<file path="src/rtl/if_stage_pkg.sv">
// Shared types and constants for the instruction-fetch stage.
package if_stage_pkg;

  localparam int unsigned INST_BUS = 16;
  localparam int unsigned PC_BUS   = 16;

  // NOP encoding injected into IF/ID on squash and after reset
  localparam logic [INST_BUS-1:0] NOP_ENC = 16'h0800;

  // Fetch FSM states
  typedef enum logic [0:0] {
    IF_ST_FETCH = 1'b0,
    IF_ST_HOLD  = 1'b1
  } if_state_e;

  // Instruction word paired with its fetch address
  typedef struct packed {
    logic [INST_BUS-1:0] inst;
    logic [PC_BUS-1:0]   pc;
  } ifid_t;

  // Sequential word address; wraps 16'hFFFF -> 16'h0000
  function automatic logic [PC_BUS-1:0] pc_next_seq(input logic [PC_BUS-1:0] pc);
    return pc + PC_BUS'(1);
  endfunction

endpackage

</file>
<file path="src/rtl/if_stage_if.sv">
// Instruction-memory request/ready bus between the fetch stage and IMEM.
interface if_stage_if;
  import if_stage_pkg::*;

  logic                im_req;
  logic [PC_BUS-1:0]   im_addr;
  logic [INST_BUS-1:0] im_rdata;
  logic                im_ready;

  // Fetch stage drives the request side
  modport master (
    output im_req,
    output im_addr,
    input  im_rdata,
    input  im_ready
  );

  // Instruction memory answers
  modport slave (
    input  im_req,
    input  im_addr,
    output im_rdata,
    output im_ready
  );

endinterface

</file>
<file path="src/rtl/if_stage_pc_reg.sv">
// Program counter with next-PC selection: reset value, redirect target,
// sequential increment, or hold.
module if_stage_pc_reg
  import if_stage_pkg::*;
#(
  parameter logic [PC_BUS-1:0] RESET_PC = '0
) (
  input  logic              clk,
  input  logic              rst,
  input  logic              load,
  input  logic [PC_BUS-1:0] target,
  input  logic              inc,
  output logic [PC_BUS-1:0] pc
);

  // Redirect beats increment; otherwise hold
  always_ff @(posedge clk or negedge rst) begin
    if (!rst) begin
      pc <= RESET_PC;
    end else if (load) begin
      pc <= target;
    end else if (inc) begin
      pc <= pc_next_seq(pc);
    end
  end

endmodule

</file>
<file path="src/rtl/if_stage.sv">
// Instruction-fetch stage: owns the PC, fetches over the im_* handshake and
// holds the IF/ID register feeding the decoder. Absorbs downstream stalls,
// shared-SRAM conflicts (mem_busy) and redirects (jump_en).
//
// Build option: define IF_DELAY_SLOT_EN to keep the instruction after a
// branch (returning word, hold buffer or IF/ID) as an architectural delay
// slot. Without it a redirect squashes IF/ID to NOP and drops buffered work.
module if_stage
  import if_stage_pkg::*;
#(
  parameter logic [PC_BUS-1:0]   RESET_PC = 16'h0000,
  parameter logic [INST_BUS-1:0] NOP_INST = NOP_ENC
) (
  input  logic                clk_50MHz,
  input  logic                rst,
  input  logic                stall,
  input  logic                jump_en,
  input  logic [PC_BUS-1:0]   jump_target,
  input  logic                mem_busy,
  if_stage_if.master          im,
  output logic [INST_BUS-1:0] inst,
  output logic [PC_BUS-1:0]   pc_out,
  output logic                valid
);

`ifdef IF_DELAY_SLOT_EN
  localparam logic SQUASH_ON_JUMP = 1'b0;
`else
  localparam logic SQUASH_ON_JUMP = 1'b1;
`endif

  if_state_e         state;
  ifid_t             hold_q;
  logic              req_en;
  logic              in_flight;
  logic              fire;
  logic [PC_BUS-1:0] pc;

  // mem_busy gates only new requests; an outstanding one keeps asking.
  // req_en keeps the request low until the first edge after reset release.
  assign im.im_req  = req_en && (state == IF_ST_FETCH) && (!mem_busy || in_flight);
  assign im.im_addr = pc;
  assign fire       = im.im_req && im.im_ready;

  if_stage_pc_reg #(
    .RESET_PC (RESET_PC)
  ) u_pc_reg (
    .clk    (clk_50MHz),
    .rst    (rst),
    .load   (jump_en),
    .target (jump_target),
    .inc    (fire),
    .pc     (pc)
  );

  // Fetch FSM, hold buffer and IF/ID register
  always_ff @(posedge clk_50MHz or negedge rst) begin
    if (!rst) begin
      state     <= IF_ST_FETCH;
      hold_q    <= '0;
      req_en    <= 1'b0;
      in_flight <= 1'b0;
      inst      <= NOP_INST;
      pc_out    <= '0;
      valid     <= 1'b0;
    end else begin
      req_en    <= 1'b1;
      in_flight <= im.im_req && !im.im_ready && !jump_en;
      if (jump_en && SQUASH_ON_JUMP) begin
        state  <= IF_ST_FETCH;
        hold_q <= '0;
        inst   <= NOP_INST;
        valid  <= 1'b0;
      end else begin
        case (state)
          IF_ST_FETCH: begin
            if (fire && !stall) begin
              inst   <= im.im_rdata;
              pc_out <= pc;
              valid  <= 1'b1;
            end else if (fire) begin
              hold_q <= '{inst: im.im_rdata, pc: pc};
              state  <= IF_ST_HOLD;
            end else if (!stall) begin
              inst  <= NOP_INST;
              valid <= 1'b0;
            end
          end
          IF_ST_HOLD: begin
            if (!stall) begin
              inst   <= hold_q.inst;
              pc_out <= hold_q.pc;
              valid  <= 1'b1;
              state  <= IF_ST_FETCH;
            end
          end
        endcase
      end
    end
  end

endmodule

</file>
<file path="src/flat_wrapper.sv">
// flat-port wrapper written by rule: the top's interface ports become plain ports
module if_stage_flat import if_stage_pkg::*;
#(
  parameter logic [PC_BUS-1:0]   RESET_PC = 16'h0000,
  parameter logic [INST_BUS-1:0] NOP_INST = NOP_ENC
)
  (clk_50MHz, rst, stall, jump_en, jump_target, mem_busy, inst, pc_out, valid, im_im_req, im_im_addr, im_im_rdata, im_im_ready);
  if_stage_if im_i ();
  input  logic clk_50MHz;
  input  logic rst;
  input  logic stall;
  input  logic jump_en;
  input  logic [PC_BUS-1:0] jump_target;
  input  logic mem_busy;
  output logic [INST_BUS-1:0] inst;
  output logic [PC_BUS-1:0] pc_out;
  output logic valid;
  output wire logic [$bits(im_i.im_req)-1:0] im_im_req;
  output wire logic [$bits(im_i.im_addr)-1:0] im_im_addr;
  input wire logic [$bits(im_i.im_rdata)-1:0] im_im_rdata;
  input wire logic [$bits(im_i.im_ready)-1:0] im_im_ready;
  assign im_im_req = im_i.im_req;
  assign im_im_addr = im_i.im_addr;
  assign im_i.im_rdata = im_im_rdata;
  assign im_i.im_ready = im_im_ready;
  if_stage #(.RESET_PC(RESET_PC), .NOP_INST(NOP_INST)) u_core (.clk_50MHz(clk_50MHz), .rst(rst), .stall(stall), .jump_en(jump_en), .jump_target(jump_target), .mem_busy(mem_busy), .im(im_i), .inst(inst), .pc_out(pc_out), .valid(valid));
endmodule
</file>
<file path="config.mk">
export PLATFORM = sky130hd
export DESIGN_NAME = if_stage_flat
export DESIGN_NICKNAME = d
export VERILOG_FILES = /design/src/rtl/if_stage_pkg.sv /design/src/rtl/if_stage_if.sv /design/src/rtl/if_stage_pc_reg.sv /design/src/rtl/if_stage.sv /design/src/flat_wrapper.sv
export SDC_FILE = /design/constraint.sdc
export NUM_CORES = 1
export LEC_CHECK = 0
export ABC_AREA = 1
export CORE_MARGIN = 2
export CORE_UTILIZATION = 55
export DETAILED_ROUTE_END_ITERATION = 8
export PLACE_DENSITY = 0.86
export SLEW_MARGIN = 25
export SYNTH_ARGS = -nofsm -noshare
export SYNTH_HDL_FRONTEND = slang
export SYNTH_HIERARCHICAL = 1
export SYNTH_SLANG_ARGS = --single-unit
</file>
<file path="constraint.sdc">
create_clock -name clk_50MHz -period 4.4 [get_ports clk_50MHz]
set_input_delay 0.88 -clock clk_50MHz [delete_from_list [all_inputs] [get_ports clk_50MHz]]
set_output_delay 0.88 -clock clk_50MHz [all_outputs]
set_load 0.05 [all_outputs]
</file>
==> results.yml <==
clocking:
  cts_buffers: 9
  htree_levels: 3
  cts_resized: 0
  clk_pin_slew_ns: 0.08
  hold_buffers: 0
  cts-root-to-sink-buffers: 2
  clockRootBuffer: "clkbuf_8"
  post_cts_buffers: 0
  clock-sinks: 84
  clock_latency_ns: 0.36
  cts_tree: "done"
timing:
  report.final.setup_viol: 0
  hold_ws_ns: 0.4760
  worst_pin_slew_ns: 0.7460
  rsz0062_at_grt: "no"
  fin_tns_setup_ns: 0
  min_period_ns: 3.410
  hold_violations: 0
  slew_headroom_pct: 50.27
  fin_skew_ns: 0.007021
  fin_ws_ns: 0.9896
  min_period_over_period_pct: 77.51
  fmax_mhz: 293.2
  drv_slew: 0
yosys:
  ys_types: 33
  syn_inst: 490
  syn-num-nets: 529
  ys_seq_elements: 84
  synth_ff_type: "dfrtp_1"
  synth_most_common_cell: "nand2_1"
  netlist_top_cells_area: "dfrtp_1 51%, nand2_1 21%, mux2i_1 3.9%"
  synth_edf_count: 0
  synth_warnings: 6
  synth_top_cell_by_area: "dfrtp_1"
  async_reset_ff_share_pct: 100.0
  synth_common_cells: "224 x nand2_1, 83 x dfrtp_1, 20 x o21ai_1, 18 x inv_1, 18 x nand4_1"
  netlist_area_um2: 4063
  synth_top_area_share_pct: 51.12
  synth_area_per_cell_um2: 8.291
  seq_area_frac_synth_pct: 51.77
place:
  post-place-ws_ns: 0.9855
  placed_cell_area_um2: 4980
  gp_congestion: 0.8512
  dp_hpwl_mm: 6.726
  place_inst: 660
  portBuffers: 87
floorplanning:
  boundaryPins: 88
  die_height_um: 89.95
  dieArea_um2: 8090
  die_w_um: 89.95
  core.rowCount: 31
  core-area_um2: 7214
  initial_core_util_pct: 56.31
hold_path:
  min_path_cells: 2
  whs_endpoint: "u_core/hold_q[7]$_DFFE_PN0P_"
  worstHoldStart: "u_core/hold_q[7]$_DFFE_PN0P_"
  worstHoldPathType: "flip-flop to flip-flop"
critical_path:
  crit_chain: "clkdlybuf4s50_1, inv_1, nor2_2, nor2_8, clkdlybuf4s50_1"
  cp_common_cell: "clkdlybuf4s50_1"
  rrSetupSlack_ns: 2.57
  cp.required_ns: 3.52
  crit_buf_inv: 3
  critPathKind: "primary input to output port"
  cp_data_arrival_time_ns: 2.53
  timing.rr.end: "u_core/u_pc_reg/pc[8]$_DFFE_PN0P_"
  crit_fanout: 19
  critPathLaunchType: "primary input"
  reg2reg_from: "u_core/in_flight$_DFF_PN0_"
  end_kind: "output port"
  reg2reg_depth: 7
  cp_top_family: "buffers and inverters"
  crit_slowest_cell: "clkdlybuf4s50_1"
  slowest_delay_ns: 0.87
drt:
  firstDrtPassIters: 5
  drtIter0Drc: 259
  vias: 3668
  ant_nets: 0
  post_drt_wl_per_cell_um: 14.62
  drcViolationCount: 0
  via_per_inst: 5.426
  wirelength_mm: 9.882
global_routing:
  gr-usage-all-layers_pct: 24.67
  antenna_found_initial: 0
  grt_max_degree: 85
  grt_pass1_vias: 3446
  grt_pass1_wl_mm: 16.06
  grt_overflow: 0
finish:
  final_nets: 611
  syn2layout_area_growth_pct: 27.35
  num_antenna_cells: 0
  final.fill_count: 561
  layout.cells.non_filler: 676
  fin_area_um2: 5174
  drive_gt1_share_pct: 8.319
  final_util_pct: 71.71
power:
  power_mw: 1.951
  ir_drop_v: 0.0001649
  cellLeakagePower_nw: 2.548
  p_per_area_nw_per_um2: 377.1
outcome:
  status: "completed"
job:
  drv_cap: 0
where the power goes:
group | internal (mW) | total [mW] | switching [mW]
combinational | 0.179 | 0.522 | 0.343
sequential | 0.834 | 0.899 | 0.0645
clock | 0.262 | 0.530 | 0.268
worst max-delay path by stage:
stage / cells past startpoint / startpoint / slack (ns) / endpoint
floorplan: 4 / mem_busy / 2.05 / im_im_req
global placement: 5 / mem_busy / 0.99 / im_im_req
detailed placement: 5 / mem_busy / 0.99 / im_im_req
CTS: 5 / mem_busy / 0.99 / im_im_req
global route: 5 / mem_busy / 0.91 / im_im_req
finish: 5 / mem_busy / 0.99 / im_im_req
worst reg2reg max path: cells and delay by family (launching register included):
family                 cells  cell delay (ns)
and+or+nand+nor            4             0.96
DFF                        1             0.38
buffers and inverters      1             0.11
AOI/OAI and AO/OA          2             0.31
area by class of cell:
class,instances,area (um2),area share (%)
inverters,22,83.83,1.620
clock inverters,4,50.05,0.9674
repair buffers,93,917.1,17.73
flip-flops and latches,84,2103,40.65
clock buffers,12,135.1,2.612
well taps,99,123.9,2.394
multi-input cells,362,1760,34.03
placed cells by master (no fill, tap or decap), drive strengths merged:
| cell | netlist | layout |
|---|---|---|
| nor3 | 1 | 1 |
| bufinv | 0 | 1 |
| a22oi | 12 | 12 |
| buf | 12 | 7 |
| nor4 | 1 | 1 |
| clkbuf | 10 | 12 |
| nand2 | 238 | 238 |
| dfstp | 1 | 1 |
| xor2 | 3 | 3 |
| nor2 | 23 | 23 |
| clkdlybuf4s50 | 0 | 86 |
| mux2i | 16 | 16 |
| o21ai | 23 | 23 |
| ha | 1 | 1 |
| xnor2 | 3 | 3 |
| nand3 | 12 | 12 |
| a31oi | 1 | 1 |
| inv | 20 | 20 |
| dfrtp | 83 | 83 |
| a21oi | 5 | 5 |
| o21bai | 2 | 2 |
| clkinv | 2 | 3 |
| conb | 1 | 1 |
| clkinvlp | 0 | 2 |
| nand4 | 18 | 18 |
| o211ai | 2 | 2 |
cells by family (layout without fill, tap and decap cells):
group           count (synthesis)  in the layout  share of synthesized area [%]
other cells                     1              1                        0.09230
xor+xnor                        6              6                          1.294
mux                            16             16                          3.942
compound gates                 45             45                          6.714
fa+ha+maj                       1              1                         0.3079
buf+inv                        44            131                          5.020
flops                          84             84                          51.77
simple gates                  293            293                          30.86
state kept, by name, summed over array words and instances, names as in the netlist:
register            flops
u_core/hold_q          32
u_core/in_flight        1
u_core/inst            16
u_core/pc_out          16
u_core/req_en           1
u_core/state            1
u_core/u_pc_reg/pc     16
u_core/valid            1
metal layers:
metal | up-vias | global-route usage [%] | share of wire [%]
li1 | 1736 | - | -
met1 | 1738 | 32.43 | 41
met2 | 159 | 39.46 | 49
met3 | 35 | 4.526 | 6.9
met4 | 0 | 12.82 | 3.5
met5 | - | 0 | 0
Note: power is estimated with default switching activity, not from simulation.
